$ cat src/rtl/rle_decoder_pkg.sv
// Shared constants and types for the RLE decoder: word field layout,
// FSM state encoding, default buffer depth and field-extraction helpers.
package rle_decoder_pkg;

    localparam int WORD_W             = 16;
    localparam int COUNT_MSB          = 15;
    localparam int COUNT_LSB          = 8;
    localparam int SYM_MSB            = 7;
    localparam int SYM_LSB            = 0;
    localparam int DEFAULT_FIFO_DEPTH = 4;

    typedef enum logic {
        IDLE = 1'b0,
        EMIT = 1'b1
    } state_t;

    function automatic logic [7:0] word_count(input logic [WORD_W-1:0] w);
        return w[COUNT_MSB:COUNT_LSB];
    endfunction

    function automatic logic [7:0] word_symbol(input logic [WORD_W-1:0] w);
        return w[SYM_MSB:SYM_LSB];
    endfunction

endpackage

$ cat src/rtl/rle_word_fifo.sv
// Word buffer between the UART receiver and the run expander.
// Show-ahead read: rdata always presents the head word; pop advances it.
// A push while full is accepted only if a pop happens on the same edge.
module rle_word_fifo
    import rle_decoder_pkg::*;
#(
    parameter int DEPTH = DEFAULT_FIFO_DEPTH
) (
    input  logic                     clk,
    input  logic                     rst_n,
    input  logic                     push,
    input  logic [WORD_W-1:0]        wdata,
    input  logic                     pop,
    output logic [WORD_W-1:0]        rdata,
    output logic                     full,
    output logic                     empty,
    output logic [$clog2(DEPTH):0]   level
);

    localparam int PW = $clog2(DEPTH);
    localparam int LW = $clog2(DEPTH) + 1;

    logic [WORD_W-1:0] mem [DEPTH];
    logic [PW-1:0]     wr_ptr;
    logic [PW-1:0]     rd_ptr;
    logic              do_push;
    logic              do_pop;

    assign empty   = (level == '0);
    assign full    = (level == LW'(DEPTH));
    assign do_pop  = pop && !empty;
    assign do_push = push && (!full || do_pop);
    assign rdata   = mem[rd_ptr];

    // Storage array; contents are don't-care while empty, so no reset.
    always_ff @(posedge clk) begin
        if (do_push) begin
            mem[wr_ptr] <= wdata;
        end
    end

    // Pointers wrap naturally because DEPTH is a power of two.
    always_ff @(posedge clk or negedge rst_n) begin
        if (!rst_n) begin
            wr_ptr <= '0;
            rd_ptr <= '0;
            level  <= '0;
        end else begin
            if (do_push) begin
                wr_ptr <= wr_ptr + PW'(1);
            end
            if (do_pop) begin
                rd_ptr <= rd_ptr + PW'(1);
            end
            case ({do_push, do_pop})
                2'b10:   level <= level + LW'(1);
                2'b01:   level <= level - LW'(1);
                default: level <= level;
            endcase
        end
    end

endmodule

$ cat src/rtl/rle_decoder.sv
// Run-length decoder: buffers {count, symbol} words from the UART receiver
// and expands each into `count` copies of `symbol` on a valid/ready output.
module rle_decoder
    import rle_decoder_pkg::*;
#(
    parameter int FIFO_DEPTH = DEFAULT_FIFO_DEPTH
) (
    input  logic                          clk,
    input  logic                          rst_n,
    input  logic                          din_valid,
    input  logic [15:0]                   din,
    output logic                          dout_valid,
    output logic [7:0]                    dout,
    input  logic                          dout_ready,
    output logic                          busy,
    output logic                          overflow,
    output logic [$clog2(FIFO_DEPTH):0]   level
);

    state_t            state;
    logic [7:0]        remaining;
    logic              head_ready;
    logic [WORD_W-1:0] head;
    logic              fifo_full;
    logic              fifo_empty;
    logic              pop;
    logic              drop;

    rle_word_fifo #(
        .DEPTH (FIFO_DEPTH)
    ) u_fifo (
        .clk   (clk),
        .rst_n (rst_n),
        .push  (din_valid),
        .wdata (din),
        .pop   (pop),
        .rdata (head),
        .full  (fifo_full),
        .empty (fifo_empty),
        .level (level)
    );

    // head_ready lags fifo occupancy by one edge, so a word written into an
    // empty buffer is only consumed on the second edge after it was sampled;
    // words already waiting behind a run are taken on the first IDLE edge.
    assign pop  = (state == IDLE) && !fifo_empty && head_ready;
    assign drop = din_valid && fifo_full && !pop;
    assign busy = (state == EMIT) || !fifo_empty;

    // Decoder FSM with registered output byte, valid flag and overflow flag.
    always_ff @(posedge clk or negedge rst_n) begin
        if (!rst_n) begin
            state      <= IDLE;
            dout       <= '0;
            dout_valid <= 1'b0;
            remaining  <= '0;
            overflow   <= 1'b0;
            head_ready <= 1'b0;
        end else begin
            head_ready <= !fifo_empty;
            if (drop) begin
                overflow <= 1'b1;
            end
            case (state)
                IDLE: begin
                    dout_valid <= 1'b0;
                    // Zero-count words are popped and discarded silently.
                    if (pop && (word_count(head) != 8'd0)) begin
                        dout       <= word_symbol(head);
                        remaining  <= word_count(head);
                        dout_valid <= 1'b1;
                        state      <= EMIT;
                    end
                end
                EMIT: begin
                    if (dout_ready) begin
                        if (remaining == 8'd1) begin
                            remaining  <= '0;
                            dout_valid <= 1'b0;
                            state      <= IDLE;
                        end else begin
                            remaining <= remaining - 8'd1;
                        end
                    end
                end
                default: begin
                    state      <= IDLE;
                    dout_valid <= 1'b0;
                end
            endcase
        end
    end

endmodule

$ cat config.mk
export PLATFORM = sky130hd
export DESIGN_NAME = rle_decoder
export DESIGN_NICKNAME = d
export VERILOG_FILES = /design/src/rtl/rle_decoder_pkg.sv /design/src/rtl/rle_word_fifo.sv /design/src/rtl/rle_decoder.sv
export SDC_FILE = /design/constraint.sdc
export NUM_CORES = 1
export LEC_CHECK = 0
export ABC_AREA = 1
export BUFFER_PORTS_ARGS = -buffer_cell sky130_fd_sc_hd__buf_2
export CAP_MARGIN = 5
export CORE_ASPECT_RATIO = 0.7
export CORE_MARGIN = 2
export CORE_UTILIZATION = 58
export CTS_CLUSTER_SIZE = 12
export DETAILED_ROUTE_END_ITERATION = 16
export PLACE_DENSITY = 0.78
export SYNTH_ARGS = -nofsm -noshare
export SYNTH_HDL_FRONTEND = slang
export SYNTH_SLANG_ARGS = --single-unit
export TNS_END_PERCENT = 1
$ cat constraint.sdc
create_clock -name clk -period 4.5 [get_ports clk]
set_input_delay 0.225 -clock clk [delete_from_list [all_inputs] [get_ports clk]]
set_output_delay 0.225 -clock clk [all_outputs]
set_load 0.01 [all_outputs]
==> flow_metrics.py, run 1 <==
metrics = {
    "run_status": {
        "status": "completed",
    },
    "sta": {
        "fin_ws_ns": 2.16,
        "fin_tns_setup_ns": 0,
        "min_period_over_period": 0.521,
        "finalHoldViolCount": 0,
        "hold_ws_ns": 0.0749,
        "rsz0062_at_grt": "no",
        "setup_viol": 0,
        "relSlewSlack": 0.549,
        "finClkSkew_ns": 0.00930,
        "tightest_slew_ns": 0.676,
        "fmax_ghz": 0.427,
        "finalMaxSlewViolations": 0,
        "period_minus_slack_ns": 2.34,
    },
    "global_route": {
        "grt_max_degree": 34,
        "gr-usage-met2": 0.368,
        "grt_usage": 0.228,
        "antenna_found_initial": 0,
        "grt_pass1_vias": 2566,
        "grt_pass1_wl_um": 12600,
        "grt.met3_usage": 0.0565,
        "grt_remaining_overflow": 0,
        "grt_busiest_layer": "met2",
        "use_met1": 0.309,
    },
    "routing": {
        "dr.first_iter.drc_count": 200,
        "vias": 2512,
        "postRouteAntennaNets": 0,
        "drt-wirelength-per-cell_um": 15.7,
        "wirelength_um": 7480,
        "drc_errors": 0,
        "dr.pass1.iters": 4,
        "via_per_inst": 5.28,
    },
    "die": {
        "start_util": 0.614,
        "rows": 24,
        "coreArea_um2": 6370,
        "ios": 34,
        "die_w_um": 102,
        "die_area_um2": 7420,
        "fp.dieH_um": 72.7,
    },
    "logic_synthesis": {
        "ys_seq_area_frac": 0.665,
        "synth.area.top_cells": "edfxtp_1 49%, dfrtp_1 17%, nand2_1 7.5%",
        "async_flop_share": 0.297,
        "syn_nets": 371,
        "synth_common_cells": "78 x nand2_1, 64 x edfxtp_1, 40 x nand3_1, 30 x nor2_1, 27 x dfrtp_1",
        "synth_top_cell_by_area": "edfxtp_1",
        "yosysMostFrequentCell": "nand2_1",
        "synth_edf_count": 64,
        "synthCells": 343,
        "ys_warn_count": 0,
        "synth-main-ff-cell": "edfxtp_1",
        "synth_area_um2": 3910,
        "avgSynthCellArea_um2": 11.4,
        "synth_top_area_share": 0.492,
        "synth-seq-cells": 91,
        "synth_cell_types": 27,
    },
    "pwr": {
        "p_seq_frac": 0.439,
        "p_int_mw": 1.82,
        "clock_power_share": 0.208,
        "power_density_nw_per_um2": 673,
        "p_leak_nw": 1.83,
        "ir_worst_vdd_v": 0.000356,
        "switching_share": 0.380,
        "p_comb_frac": 0.354,
        "p_sw_mw": 1.11,
    },
    "critical_path": {
        "rr_worst_depth": 9,
        "crit_path_start_kind": "register",
        "r2r_slack_ns": 2.16,
        "critPathMaxFanout": 9,
        "timing.rr.start": "state",
        "worstSetupPathType": "register to register",
        "endpoint_kind": "register",
        "critPathRequiredTime_ns": 4.73,
        "reg2reg_to": "u_fifo.level[2]",
        "arrival_ns": 2.58,
    },
    "placement": {
        "place_congestion": 0.837,
        "post_dp_cell_area_um2": 4120,
        "post-place-ws_ns": 2.16,
        "dp_hpwl_um": 4860,
        "io_buffers": 33,
    },
    "clocking": {
        "cts_setup_buffers": 0,
        "cts_buffer_depth": 2,
        "cts_max_level": 3,
        "clk_latency_ns": 0.35,
        "cts_tree": "yes",
        "cts-root-buf": "clkbuf_8",
        "path_clk_slew_ns": 0.09,
        "clkSinkCount": 91,
        "cts-buffers-inserted": 9,
    },
    "finish": {
        "antenna_cells": 0,
        "post-route-cell-area_um2": 4360,
        "post-route-util": 0.684,
        "area_growth_pct": 11.5,
        "final_nets": 408,
        "layout-drive-gt1-share": 0.179,
    },
    "run": {
        "drv_cap": 0,
    },
    "min_path": {
        "hold_depth": 1,
        "hold_start": "din[6]",
        "min_path_type": "input pin to register",
        "hold_end": "u_fifo.mem[0][6]",
    },
}
==> registers in the layout (all words and copies together), names as in the netlist <==
signal,cells
u_fifo.mem,64
dout,8
remaining,8
u_fifo.level,3
u_fifo.rd_ptr,2
u_fifo.wr_ptr,2
dout_valid,1
head_ready,1
overflow,1
state,1
==> metrics by stage <==
| stage | power, mW | cells |
|---|---|---|
| floorplan | 2.07 | 343 |
| detailed placement | 2.33 | 459 |
| global route | 3.15 | 476 |
| finish | 2.93 | 476 |
| CTS | 2.95 | 476 |
| global placement | 2.30 | 459 |
==> how the worst max path moves through the flow <==
stage	start	end	slack, ns
after global routing	state	u_fifo.level[2]	1.94
after global placement	state	u_fifo.level[2]	2.28
after floorplan	u_fifo.level[0]	u_fifo.level[2]	2.33
after detailed placement	state	u_fifo.level[2]	2.16
after CTS	state	u_fifo.level[2]	2.15
final	state	u_fifo.level[2]	2.16
==> power groups by stage <==
stage	registers [mW]	logic [mW]	clock network (mW)
after floorplan	1.27	0.800	0
after global placement	1.30	1.01	0
after detailed placement	1.30	1.03	0
after CTS	1.29	1.04	0.616
after global routing	1.31	1.19	0.649
final	1.29	1.04	0.609
==> logic make-up after synthesis <==
| family | after synthesis | share of synthesized area |
|---|---|---|
| adders and majority gates | 8 | 0.0275 |
| DFF | 91 | 0.665 |
| AOI/OAI and AO/OA | 37 | 0.0525 |
| buffers and inverters | 34 | 0.0471 |
| xor gates and xnor gates | 9 | 0.0202 |
| muxes | 1 | 0.00288 |
| and+or+nand+nor | 163 | 0.185 |
==> routing by layer <==
| layer | vias to the layer above | wire, um |
|---|---|---|
| met3 | 10 | 325 |
| met4 | 0 | 78 |
| met5 | - | 0 |
| met2 | 71 | 3520 |
| met1 | 1190 | 3550 |
| li1 | 1241 | - |
==> worst max-delay path, cell delays in order, from the launching register on <==
cell and delay (ns):
dfrtp_1 0.49, inv_1 0.19, nand3_1 0.14, nand3_1 0.12
nand2_1 0.19, ha_1 0.28, fa_1 0.38, a21oi_1 0.15
o21ai_0 0.12, xor2_1 0.17
==> placed cells by master, fill, tap and decap left out, types with 2 or more instances in the layout <==
cell type	Yosys	final
nand3_1	40	40
inv_6	0	3
nor2_2	2	2
bufinv_16	0	2
nor2_1	30	30
nand2_2	8	8
edfxtp_1	64	64
xnor2_1	2	2
o22ai_1	14	14
buf_4	2	5
a21oi_1	3	3
nand2_1	78	78
clkbuf_8	0	9
nand2_4	2	2
nand4_1	2	2
inv_1	19	19
buf_2	5	33
o21ai_0	19	19
xor2_1	7	7
dfrtp_1	27	27
ha_1	7	7
==> layout make-up <==
cell class,count,area [um2]
clock buffer,9,124
timing repair buffer,39,213
fill,490,2010
clock inverter,7,98.8
sequential,91,2600
multi-input combinational,218,1130
tap,91,114
inverter,21,82.6
==> repair_timing <==
item | in CTS | in global routing
hold buffers | 1 | 0
endpoints found under the hold margin | 27 | 0
resized for setup | 0 | 0
Note: power is estimated with default switching activity, not from simulation.
==> inputs of run 2 (changes only) <==
- CORE_UTILIZATION: 58 -> 53
- PLACE_DENSITY: 0.78 -> 0.75
- clock period: 4.5 -> 2 ns (I/O delays scaled with it)
==> run 2 against run 1 <==
  * Design area rose by 6.8%
  * Largest cell class unchanged
  * Cell count increased by 7.6%
  * Critical endpoint is now u_fifo.level[1]
  * Worst hold slack got worse by 0.038 ns
  * Die area rose by 9.0%
  * Via count rose by 4.4%
  * Combinational power grew to 2.5 times the previous value
  * Register-to-register slack got worse by 2.1 ns
  * Sequential share of layout area is 3.7 points lower
  * Fmax up 21%
  * Sequential power up 120%
  * Clock power increased by 120%
  * Critical path depth decreased by 1
==> flow_metrics.py, run 2 (synthesized netlist as in run 1, its figures left out) <==
metrics = {
    "run_status": {
        "status": "completed",
    },
    "pwr": {
        "p_seq_frac": 0.418,
        "p_leak_nw": 1.95,
        "power_density_nw_per_um2": 1470,
        "p_int_mw": 4.26,
        "switching_share": 0.376,
        "clock_power_share": 0.201,
        "p_comb_frac": 0.381,
        "p_sw_mw": 2.57,
        "ir_worst_vdd_v": 0.000539,
    },
    "die": {
        "fp.dieH_um": 75.8,
        "coreArea_um2": 7220,
        "ios": 34,
        "rows": 26,
        "die_w_um": 107,
        "die_area_um2": 8090,
        "start_util": 0.541,
    },
    "critical_path": {
        "critPathRequiredTime_ns": 2.24,
        "crit_path_start_kind": "register",
        "arrival_ns": 2.18,
        "endpoint_kind": "register",
        "worstSetupPathType": "register to register",
        "critical_path.top_delay_family": "adder cells",
        "critPathMaxFanout": 3,
        "timing.rr.start": "u_fifo.level[1]",
        "critPathSlowestCell": "dfrtp_2",
        "cp_num_buf_inv": 0,
        "cp_cell_sequence": "nor2_4 > nand2_1 > nand3_2 > nand3_2 > nand2_1 > ha_2 > fa_2 > mux2_2",
        "crit_path_start": "u_fifo.level[1]",
        "max_stage_delay_ns": 0.43,
    },
    "routing": {
        "via_per_inst": 5.12,
        "drt-wirelength-per-cell_um": 15.0,
        "dr.pass1.iters": 4,
        "drc_errors": 0,
        "wirelength_um": 7660,
        "vias": 2622,
        "postRouteAntennaNets": 0,
        "dr.first_iter.drc_count": 144,
    },
    "min_path": {
        "min_path_type": "input pin to register",
        "hold_start": "dout_ready",
    },
    "global_route": {
        "antenna_found_initial": 0,
        "grt_pass1_vias": 2447,
        "grt_pass1_wl_um": 12300,
        "grt_max_degree": 34,
        "grt_remaining_overflow": 0,
        "grt_usage": 0.203,
    },
    "run": {
        "drv_cap": 0,
    },
    "sta": {
        "setup_viol": 0,
        "fmax_ghz": 0.515,
        "relSlewSlack": 0.603,
        "hold_ws_ns": 0.0364,
        "rsz0062_at_grt": "yes",
        "tightest_slew_ns": 0.596,
        "period_minus_slack_ns": 1.94,
        "finalMaxSlewViolations": 0,
        "finalHoldViolCount": 0,
        "min_period_over_period": 0.970,
        "fin_tns_setup_ns": 0,
        "finClkSkew_ns": 0.00818,
    },
    "finish": {
        "layout-drive-gt1-share": 0.217,
        "regMostFlops": "u_fifo.mem",
        "largest_register_ffs": 64,
        "final_cells": 512,
        "fill_cells": 578,
        "mostFrequentLayoutCell": "nand2_1",
        "post-route-cell-area_um2": 4650,
        "area_growth_pct": 19.0,
        "antenna_cells": 0,
        "final_nets": 437,
        "layout_common_cells": "78 x nand2_1, 64 x edfxtp_1, 38 x nand3_1",
        "largestRegisters": "u_fifo.mem (64), dout (8), remaining (8)",
    },
    "clocking": {
        "cts_buffer_depth": 2,
        "cts_tree": "yes",
        "cts-root-buf": "clkbuf_8",
        "path_clk_slew_ns": 0.09,
        "cts-buffers-inserted": 9,
        "clkSinkCount": 91,
        "clk_latency_ns": 0.36,
        "cts_max_level": 3,
    },
    "placement": {
        "post_dp_cell_area_um2": 4220,
        "io_buffers": 33,
        "place_congestion": 0.836,
        "place_inst": 477,
        "dp_hpwl_um": 5130,
    },
}
[run 2: changes by cell type in the layout (fill, tap and decap cells not counted), sizes merged]
cell and change:
clkbuf +1, clkinv -1, buf +12, dlygate4sd3 +17, clkinvlp +1, inv -1
[run 2: through the flow]
| step | utilization | total power [mW] | setup slack (ns) |
|---|---|---|---|
| finish | 0.644 | 6.83 | 0.0600 |
| global route | 0.644 | 7.35 | -0.0363 |
| CTS | 0.641 | 6.84 | 0.0171 |
| detailed placement | 0.584 | 5.42 | -0.00611 |
| global placement | 0.584 | 5.32 | 0.0843 |
| floorplan | - | 4.67 | -0.118 |
[run 2: final timing paths]
path | endpoint | depth (start not counted) | slack [ns]
worst max-delay path | u_fifo.level[1] | 8 | 0.06
worst min-delay path | state | 4 | 0.04
worst max register to register | u_fifo.level[1] | 8 | 0.06
worst min register to register | dout[7] | 2 | 0.48
max in group asynchronous | u_fifo.level[1] | 2 | 1.30
min in group asynchronous | remaining[2] | 2 | 0.27
[run 2: worst min-delay path, cell delays in order]
cell and delay [ns]:
buf_2 0.09, a21oi_1 0.08, inv_1 0.05, nand2_1 0.04
[run 2: metal layers]
layer | track usage | up-vias | share of wire
met5 | 0 | - | 0
met2 | 0.311 | 65 | 0.44
li1 | - | 1298 | -
met1 | 0.294 | 1254 | 0.50
met4 | 0.0462 | 0 | 0.0069
met3 | 0.0573 | 5 | 0.055
[run 2: repair_timing]
item	4_1_cts	5_1_grt
setup buffers	0	1
gates resized for setup	1	5
hold buffers	18	0
pin swaps	0	0
endpoints found under the hold margin	92	0
endpoints found under the setup margin	1	2
[run 2: final cells by class]
type / count / area, um2 / share of cell area
Clock inverter: 6 / 96.3 / 0.0207
Multi-Input combinational cell: 218 / 1150 / 0.247
Timing Repair Buffer: 68 / 473 / 0.102
Sequential cell: 91 / 2600 / 0.559
Tap cell: 98 / 123 / 0.0264
Clock buffer: 10 / 128 / 0.0274
Inverter: 21 / 82.6 / 0.0178
[run 2: power by group through the flow]
stage / sequential, mW / combinational [mW] / clock, mW
2_1_floorplan: 2.87 / 1.80 / 0
3_3_place_gp: 2.85 / 2.47 / 0
3_5_place_dp: 2.87 / 2.55 / 0
4_1_cts: 2.84 / 2.60 / 1.41
5_1_grt: 2.90 / 2.95 / 1.49
6_report: 2.85 / 2.60 / 1.37
